--- src/rtl/braille_result_uart_tx_pkg.sv ---
// rtl/braille_result_uart_tx_pkg.sv - shared constants, FSM state type and class-to-ASCII mapping
package braille_result_uart_tx_pkg;

   localparam int          CORE_CO_NUM_CLASS = 26;
   localparam int          UART_CLKS_PER_BIT = 868;
   localparam int          RESULT_FIFO_DEPTH = 8;
   localparam logic [7:0]  ASCII_BASE        = 8'h61;
   localparam logic [7:0]  ASCII_INVALID     = 8'h3F;

   typedef enum logic [1:0] {
      ST_IDLE,
      ST_START,
      ST_DATA,
      ST_STOP
   } uart_state_e;

   // Out-of-range class indices become '?' so the braille side shows an obvious error glyph.
   function automatic logic [7:0] map_index(input logic [7:0] idx, input int unsigned num_class);
      if (32'(idx) < num_class) begin
         return ASCII_BASE + idx;
      end
      return ASCII_INVALID;
   endfunction

endpackage

--- src/rtl/braille_result_uart_tx_result_fifo.sv ---
// rtl/braille_result_uart_tx_result_fifo.sv - single-clock 8-bit result FIFO with full flag and occupancy count
module result_fifo #(
   parameter int DEPTH = 8,
   parameter int AW    = $clog2(DEPTH)
) (
   input  logic          clk,
   input  logic          rst_n,
   input  logic          wr_en,
   input  logic [7:0]    wr_data,
   input  logic          rd_en,
   output logic [7:0]    rd_data,
   output logic          full,
   output logic [AW:0]   count
);

   localparam logic [AW-1:0] PTR_ONE   = AW'(1);
   localparam logic [AW:0]   CNT_ONE   = (AW + 1)'(1);
   localparam logic [AW:0]   CNT_DEPTH = (AW + 1)'(DEPTH);

   logic [7:0]    mem_q [DEPTH];
   logic [AW-1:0] wr_ptr_q, wr_ptr_d;
   logic [AW-1:0] rd_ptr_q, rd_ptr_d;
   logic [AW:0]   count_q, count_d;
   logic          wr_ok;
   logic          rd_ok;

   // Both gates use the registered count, so a write while full drops even if a pop happens the same cycle.
   assign wr_ok   = wr_en & (count_q != CNT_DEPTH);
   assign rd_ok   = rd_en & (count_q != '0);
   assign rd_data = mem_q[rd_ptr_q];
   assign full    = (count_q == CNT_DEPTH);
   assign count   = count_q;

   always_comb begin
      wr_ptr_d = wr_ptr_q;
      rd_ptr_d = rd_ptr_q;
      count_d  = count_q;
      if (wr_ok) begin
         wr_ptr_d = wr_ptr_q + PTR_ONE;
      end
      if (rd_ok) begin
         rd_ptr_d = rd_ptr_q + PTR_ONE;
      end
      case ({wr_ok, rd_ok})
         2'b10:   count_d = count_q + CNT_ONE;
         2'b01:   count_d = count_q - CNT_ONE;
         default: count_d = count_q;
      endcase
   end

   always_ff @(posedge clk or negedge rst_n) begin
      if (!rst_n) begin
         wr_ptr_q <= '0;
         rd_ptr_q <= '0;
         count_q  <= '0;
      end else begin
         wr_ptr_q <= wr_ptr_d;
         rd_ptr_q <= rd_ptr_d;
         count_q  <= count_d;
      end
   end

   always_ff @(posedge clk) begin
      if (wr_ok) begin
         mem_q[wr_ptr_q] <= wr_data;
      end
   end

endmodule

--- src/rtl/braille_result_uart_tx.sv ---
// rtl/braille_result_uart_tx.sv - maps classifier argmax to ASCII, queues it and sends 8N1 UART frames
module braille_result_uart_tx
   import braille_result_uart_tx_pkg::*;
#(
   parameter int NUM_CLASS    = CORE_CO_NUM_CLASS,
   parameter int IDX_BW       = $clog2(NUM_CLASS),
   parameter int CLKS_PER_BIT = UART_CLKS_PER_BIT,
   parameter int FIFO_DEPTH   = RESULT_FIFO_DEPTH
) (
   input  logic              clk,
   input  logic              reset_n,
   input  logic              i_valid,
   input  logic [IDX_BW-1:0] i_index_info,
   input  logic              i_clear_ovf,
   output logic              o_tx,
   output logic              o_busy,
   output logic              o_fifo_full,
   output logic              o_overflow,
   output logic [7:0]        o_drop_cnt
);

   localparam int                AW        = $clog2(FIFO_DEPTH);
   localparam int                BAUD_W    = (CLKS_PER_BIT > 1) ? $clog2(CLKS_PER_BIT) : 1;
   localparam logic [BAUD_W-1:0] BAUD_LAST = BAUD_W'(CLKS_PER_BIT - 1);
   localparam logic [BAUD_W-1:0] BAUD_ONE  = BAUD_W'(1);

   uart_state_e       state_q, state_d;
   logic [BAUD_W-1:0] baud_cnt_q, baud_cnt_d;
   logic [2:0]        bit_cnt_q, bit_cnt_d;
   logic [7:0]        shift_q, shift_d;
   logic              tx_q, tx_d;
   logic              valid_q, valid_d;
   logic              ovf_q, ovf_d;
   logic [7:0]        drop_cnt_q, drop_cnt_d;

   logic              rise;
   logic              drop;
   logic              pop;
   logic [7:0]        wr_byte;
   logic [7:0]        head_byte;
   logic              fifo_full;
   logic [AW:0]       fifo_count;

   assign rise    = i_valid & ~valid_q;
   assign drop    = rise & fifo_full;
   assign wr_byte = map_index(8'(i_index_info), NUM_CLASS);
   assign valid_d = i_valid;

   result_fifo #(
      .DEPTH (FIFO_DEPTH)
   ) u_result_fifo (
      .clk     (clk),
      .rst_n   (reset_n),
      .wr_en   (rise),
      .wr_data (wr_byte),
      .rd_en   (pop),
      .rd_data (head_byte),
      .full    (fifo_full),
      .count   (fifo_count)
   );

   // A drop in the same cycle as a clear still counts, so software never loses that event.
   always_comb begin
      ovf_d      = ovf_q;
      drop_cnt_d = drop_cnt_q;
      if (drop) begin
         ovf_d = 1'b1;
         if (i_clear_ovf) begin
            drop_cnt_d = 8'd1;
         end else if (drop_cnt_q != 8'hFF) begin
            drop_cnt_d = drop_cnt_q + 8'd1;
         end
      end else if (i_clear_ovf) begin
         ovf_d      = 1'b0;
         drop_cnt_d = 8'd0;
      end
   end

   // tx_d follows the current state, so o_tx trails the FSM by one cycle for every bit equally.
   always_comb begin
      state_d    = state_q;
      baud_cnt_d = baud_cnt_q;
      bit_cnt_d  = bit_cnt_q;
      shift_d    = shift_q;
      tx_d       = 1'b1;
      pop        = 1'b0;
      case (state_q)
         ST_IDLE: begin
            if (fifo_count != '0) begin
               pop        = 1'b1;
               shift_d    = head_byte;
               bit_cnt_d  = 3'd0;
               baud_cnt_d = '0;
               state_d    = ST_START;
            end
         end
         ST_START: begin
            tx_d = 1'b0;
            if (baud_cnt_q == BAUD_LAST) begin
               baud_cnt_d = '0;
               state_d    = ST_DATA;
            end else begin
               baud_cnt_d = baud_cnt_q + BAUD_ONE;
            end
         end
         ST_DATA: begin
            tx_d = shift_q[0];
            if (baud_cnt_q == BAUD_LAST) begin
               baud_cnt_d = '0;
               shift_d    = {1'b0, shift_q[7:1]};
               if (bit_cnt_q == 3'd7) begin
                  state_d = ST_STOP;
               end else begin
                  bit_cnt_d = bit_cnt_q + 3'd1;
               end
            end else begin
               baud_cnt_d = baud_cnt_q + BAUD_ONE;
            end
         end
         ST_STOP: begin
            if (baud_cnt_q == BAUD_LAST) begin
               baud_cnt_d = '0;
               state_d    = ST_IDLE;
            end else begin
               baud_cnt_d = baud_cnt_q + BAUD_ONE;
            end
         end
         default: state_d = ST_IDLE;
      endcase
   end

   always_ff @(posedge clk or negedge reset_n) begin
      if (!reset_n) begin
         state_q    <= ST_IDLE;
         baud_cnt_q <= '0;
         bit_cnt_q  <= '0;
         shift_q    <= '0;
         tx_q       <= 1'b1;
         valid_q    <= 1'b0;
         ovf_q      <= 1'b0;
         drop_cnt_q <= '0;
      end else begin
         state_q    <= state_d;
         baud_cnt_q <= baud_cnt_d;
         bit_cnt_q  <= bit_cnt_d;
         shift_q    <= shift_d;
         tx_q       <= tx_d;
         valid_q    <= valid_d;
         ovf_q      <= ovf_d;
         drop_cnt_q <= drop_cnt_d;
      end
   end

   assign o_tx        = tx_q;
   assign o_busy      = (state_q != ST_IDLE) | (fifo_count != '0);
   assign o_fifo_full = fifo_full;
   assign o_overflow  = ovf_q;
   assign o_drop_cnt  = drop_cnt_q;

endmodule

--- config.mk ---
export PLATFORM = sky130hd
export DESIGN_NAME = braille_result_uart_tx
export DESIGN_NICKNAME = d
export VERILOG_FILES = /design/src/rtl/braille_result_uart_tx_pkg.sv /design/src/rtl/braille_result_uart_tx_result_fifo.sv /design/src/rtl/braille_result_uart_tx.sv
export SDC_FILE = /design/constraint.sdc
export NUM_CORES = 1
export LEC_CHECK = 0
export ABC_AREA = 1
export BUFFER_PORTS_ARGS = -buffer_cell sky130_fd_sc_hd__buf_2
export CORE_MARGIN = 1.5
export CORE_UTILIZATION = 35
export CTS_CLUSTER_SIZE = 25
export DETAILED_ROUTE_END_ITERATION = 10
export GPL_ROUTABILITY_DRIVEN = 0
export PLACE_DENSITY = 0.54
export SETUP_SLACK_MARGIN = 0.2
export SLEW_MARGIN = 10
export SYNTH_ARGS = -nofsm -noshare
export SYNTH_HDL_FRONTEND = slang
export SYNTH_SLANG_ARGS = --single-unit
--- constraint.sdc ---
create_clock -name clk -period 3.9 [get_ports clk]
set_input_delay 0.975 -clock clk [delete_from_list [all_inputs] [get_ports clk]]
set_output_delay 0.975 -clock clk [all_outputs]
set_load 0.005 [all_outputs]
==> metrics.md <==
| Metric | Value |
|---|---|
| Worst-skew pair later-pin latency | about 360 ps |
| Vertical die dimension | 124 um |
| Count of buffer and inverter cells on the critical path | 4 |
| Clock network fraction of total power | a little under a quarter |
| Design Area, Final | between 0.005 and 0.006 sq mm |
| Final worst-path cycle share | just over 70% |
| Leftover overflow at the end of global routing | 0 |
| Detailed router's first-iteration violation count | 300 |
| Top-level I/O count | 21 |
| Critical path class | reg2out |
| Share of total power in combinational logic | between 30 and 40% |
| Cell at the slowest stage of the critical path | dfrtp_1 |
| Clock slew at the register clock pins of the worst setup and hold paths | 80 ps |
| Buffers inserted by post-CTS timing repair | 0 |
| Total number of vias | between 3000 and 4000 |
| Gate Count Post-Synth | roughly 540 |
| Setup TNS after final layout | 0 ps |
| Ant diodes | 0 |
| Family with the most delay on the worst path | buffers and inverters |
| Detailed-route vias per instance | 4.77 |
| Final-stage net count | 594 |
| Number of global-route vias before repair | about 3400 |
| X dimension of the die | 124 um |
| Worst hold path type | reg2reg |
| Clock skew | roughly 7.6 ps |
| Peak ir drop on the vdd network | around 0.00032 V |
| Post-DP Area | 0.00541 sq mm |
| Clock tree from TritonCTS | built |
| Hold EP | shift_q[7]$_DFFE_PN0P_ |
| Start of the worst register-to-register path | state_q[0]$_DFFE_PN0P_ |
| RSZ-0062 raised after global routing | no |
| Hold buffer count at CTS | 0 |
| Number of placement rows | 43 |
| Initial cell density of the core | ~36% |
| Wire length reported by the detailed router | around 10000 um |
| Kind of end point of the critical path | output pin |
| Total Routing Usage GR | about 15% |
| F_max | between 300 and 400 MHz |
| Power density relative to cell area | about 680 mW/mm^2 |
| H-tree level count | 3 |
| Depth of the worst register-to-register path | 10 |
| Cell-internal power | roughly 2.3 mW |
| Final Setup Violations | 0 |
| Hold depth | 2 |
| Slew @ Worst Pin | 998 ps |
| CTS resizes | 0 |
| Antenna violation net count after detailed routing | 0 |
| DRC errors left | 0 |
| Num CTS Buffers | 9 |
| Worst Setup Start Kind | register |
| Switching power | 1.57 mW |
| Max incr delay on CP | 420 ps |
| P&R area growth vs syn | 12.3% |
| Most used cell, CP | inv_1 |
| Share of flip-flops with an asynchronous set or reset after synthesis | slightly above 40% |
| Mean instance size in the synthesized netlist | approximately 9.5 sq um |
| Part of the Yosys area used for sequential elements | 59.4% |
| Global-route wire length before repair | about 17000 um |
| Maximum clock insertion buffer count | 2 |
| Number of enable flip-flop cells after synthesis | 64 |
| Portion of total power attributed to sequential cells | 40.4% |
| Reg-to-reg setup timing slack | ~1800 ps |
| Pin count of the biggest net entering global routing | 45 |
| Result of the run | finished, final reports clean |
| Number of detailed-route iterations in the first pass | 4 |
| Number of hold-slack violations in the final timing report | 0 |
| Start point of the worst min-delay path | shift_q[7]$_DFFE_PN0P_ |
| Share of layout cells above drive strength 1 | ~11% |
| Post-synthesis cell area | around 0.005 sq mm |
| Net switching fraction of the power | around 40% |
| Terminus of the critical flop-to-flop path | u_result_fifo.count[2]$_DFFE_PN0P_ |
| Antenna violations before repair | 0 |
| Clk Tree Root Cell | clkbuf_16 |
| Die Footprint | about 0.015 sq mm |
| Fin crit period | 2750 ps |
| Primary flip-flop cell chosen by synthesis mapping | edfxtp_1 |
| Total of buffers placed on input and output ports | 20 |
| Rel. slew slack | approximately a third |
| Synthesis warning total | 0 |
| Count of cell types in the netlist | 36 |
| Core region area | between 0.01 and 0.015 sq mm |
| Number of maximum-capacitance constraint violations | 0 |
| Req. time, crit path | around 2900 ps |
| Maximum fanout along the worst path | 7 |
| Number of pins exceeding their max-slew limit in the final report | 0 |
| Flip-flop and latch count after synthesis | 108 |
| Arrival @ worst endpoint | ~1800 ps |
| HPWL after detailed placement | approximately 7100 um |
| Worst path cell trace | inv_1 > ha_1 > inv_1 > nor2_4 > inv_2 > buf_2 |
| Total number of clock tree sinks | ~110 |
| Average wire per cell in the routed design | 13.8 um |
| Leakage component of the power | around 2.5 nW |
worst max path at each step:
stage | from | slack, ps | depth (start not counted) | to
after floorplan | i_valid | 1610 | 5 | u_result_fifo.mem_q[4][0]$_DFFE_PP_
after global placement | i_valid | 1250 | 6 | u_result_fifo.mem_q[2][3]$_DFFE_PP_
after detailed placement | i_index_info[2] | 1120 | 3 | u_result_fifo.mem_q[4][2]$_DFFE_PP_
after CTS | state_q[0]$_DFFE_PN0P_ | 1120 | 6 | o_busy
after global routing | state_q[0]$_DFFE_PN0P_ | 1010 | 6 | o_busy
final | state_q[0]$_DFFE_PN0P_ | 1150 | 6 | o_busy
power groups by stage:
stage | combinational (mW) | sequential, mW | clock (mW)
2_1_floorplan | 1.12 | 1.54 | 0
3_3_place_gp | 1.38 | 1.60 | 0
3_5_place_dp | 1.42 | 1.61 | 0
4_1_cts | 1.42 | 1.58 | 0.954
5_1_grt | 1.63 | 1.61 | 0.995
6_report | 1.41 | 1.58 | 0.925
cell usage in the layout (no fill, tap or decap), types with 15 or more instances in the layout:
cell type  synthesis  layout
inv_1             32      32
conb_1             2      16
nor2_1            24      24
o21ai_0           18      18
nand3_1           61      61
nand2_1          195     195
ha_1              15      15
dfrtp_1           43      43
buf_2             10      20
edfxtp_1          64      64
flip-flops by register name (all words and copies together), names as in the netlist:
signal	cells
state_q	2
baud_cnt_q	10
u_result_fifo.count	4
o_overflow	1
o_drop_cnt	8
bit_cnt_q	3
u_result_fifo.mem_q	64
o_tx	1
valid_q	1
u_result_fifo.wr_ptr_q	3
u_result_fifo.rd_ptr_q	3
shift_q	8
per-layer routing:
layer / vias up / routed length (um) / track usage (%)
li1: 1822 / - / -
met1: 1726 / 5120 / 20.3
met2: 39 / 4880 / 23.3
met3: 16 / 258 / 2.75
met4: 0 / 164 / 6.03
met5: - / 0 / 0
kinds of logic (layout without fill, tap and decap cells):
| group | after synthesis | after routing | synth area share [%] |
|---|---|---|---|
| DFF | 108 | 108 | 59.4 |
| AOI/OAI and AO/OA | 41 | 41 | 4.62 |
| adders and majority gates | 15 | 15 | 3.69 |
| buffers and inverters | 53 | 78 | 4.23 |
| and+or+nand+nor | 306 | 306 | 26.0 |
| xor gates and xnor gates | 11 | 11 | 1.89 |
| other | 2 | 16 | 0.148 |
worst reg2reg max path: stages, from the launching register on:
cell	delay, ps
dfrtp_1	420
inv_1	120
ha_1	250
nand2_1	110
inv_1	160
ha_1	250
xor2_1	210
ha_1	180
a21oi_1	50
xor2_1	160
o21ai_0	140
through the flow:
stage | hold slack [ps] | setup slack [ps] | power, mW | utilization (%) | cells
6_report | 481 | 1150 | 3.91 | 40.7 | 755
5_1_grt | 505 | 1010 | 4.23 | 40.7 | 755
4_1_cts | 483 | 1120 | 3.96 | 40.7 | 755
3_5_place_dp | 463 | 1120 | 3.02 | 38.6 | 739
3_3_place_gp | 460 | 1250 | 2.98 | 38.6 | 739
2_1_floorplan | 442 | 1610 | 2.66 | - | 550
layout make-up:
cell class	instances	area, sq um
clock inverters	7	75.1
multi-input cells	389	1900
flip-flops and latches	108	3020
clock buffers	9	225
fillers	1399	8330
inverters	41	154
well taps	180	225
repair buffers	21	108
Yosys cell counts (4+ instances only):
| cell | instances | area share (%) |
|---|---|---|
| a21oi_1 | 6 | 0.59 |
| o21ai_0 | 18 | 1.8 |
| nand3_1 | 61 | 6.0 |
| nand2_1 | 195 | 14 |
| o21ai_1 | 7 | 0.69 |
| buf_2 | 10 | 0.98 |
| edfxtp_1 | 64 | 38 |
| xor2_1 | 9 | 1.5 |
| ha_1 | 15 | 3.7 |
| nand4_1 | 5 | 0.61 |
| nor2_1 | 24 | 1.8 |
| nor2_2 | 4 | 0.49 |
| inv_1 | 32 | 2.4 |
| or2_2 | 4 | 0.49 |
| dfrtp_1 | 43 | 21 |
| inv_2 | 8 | 0.59 |
(Power assumes the default switching activity.)
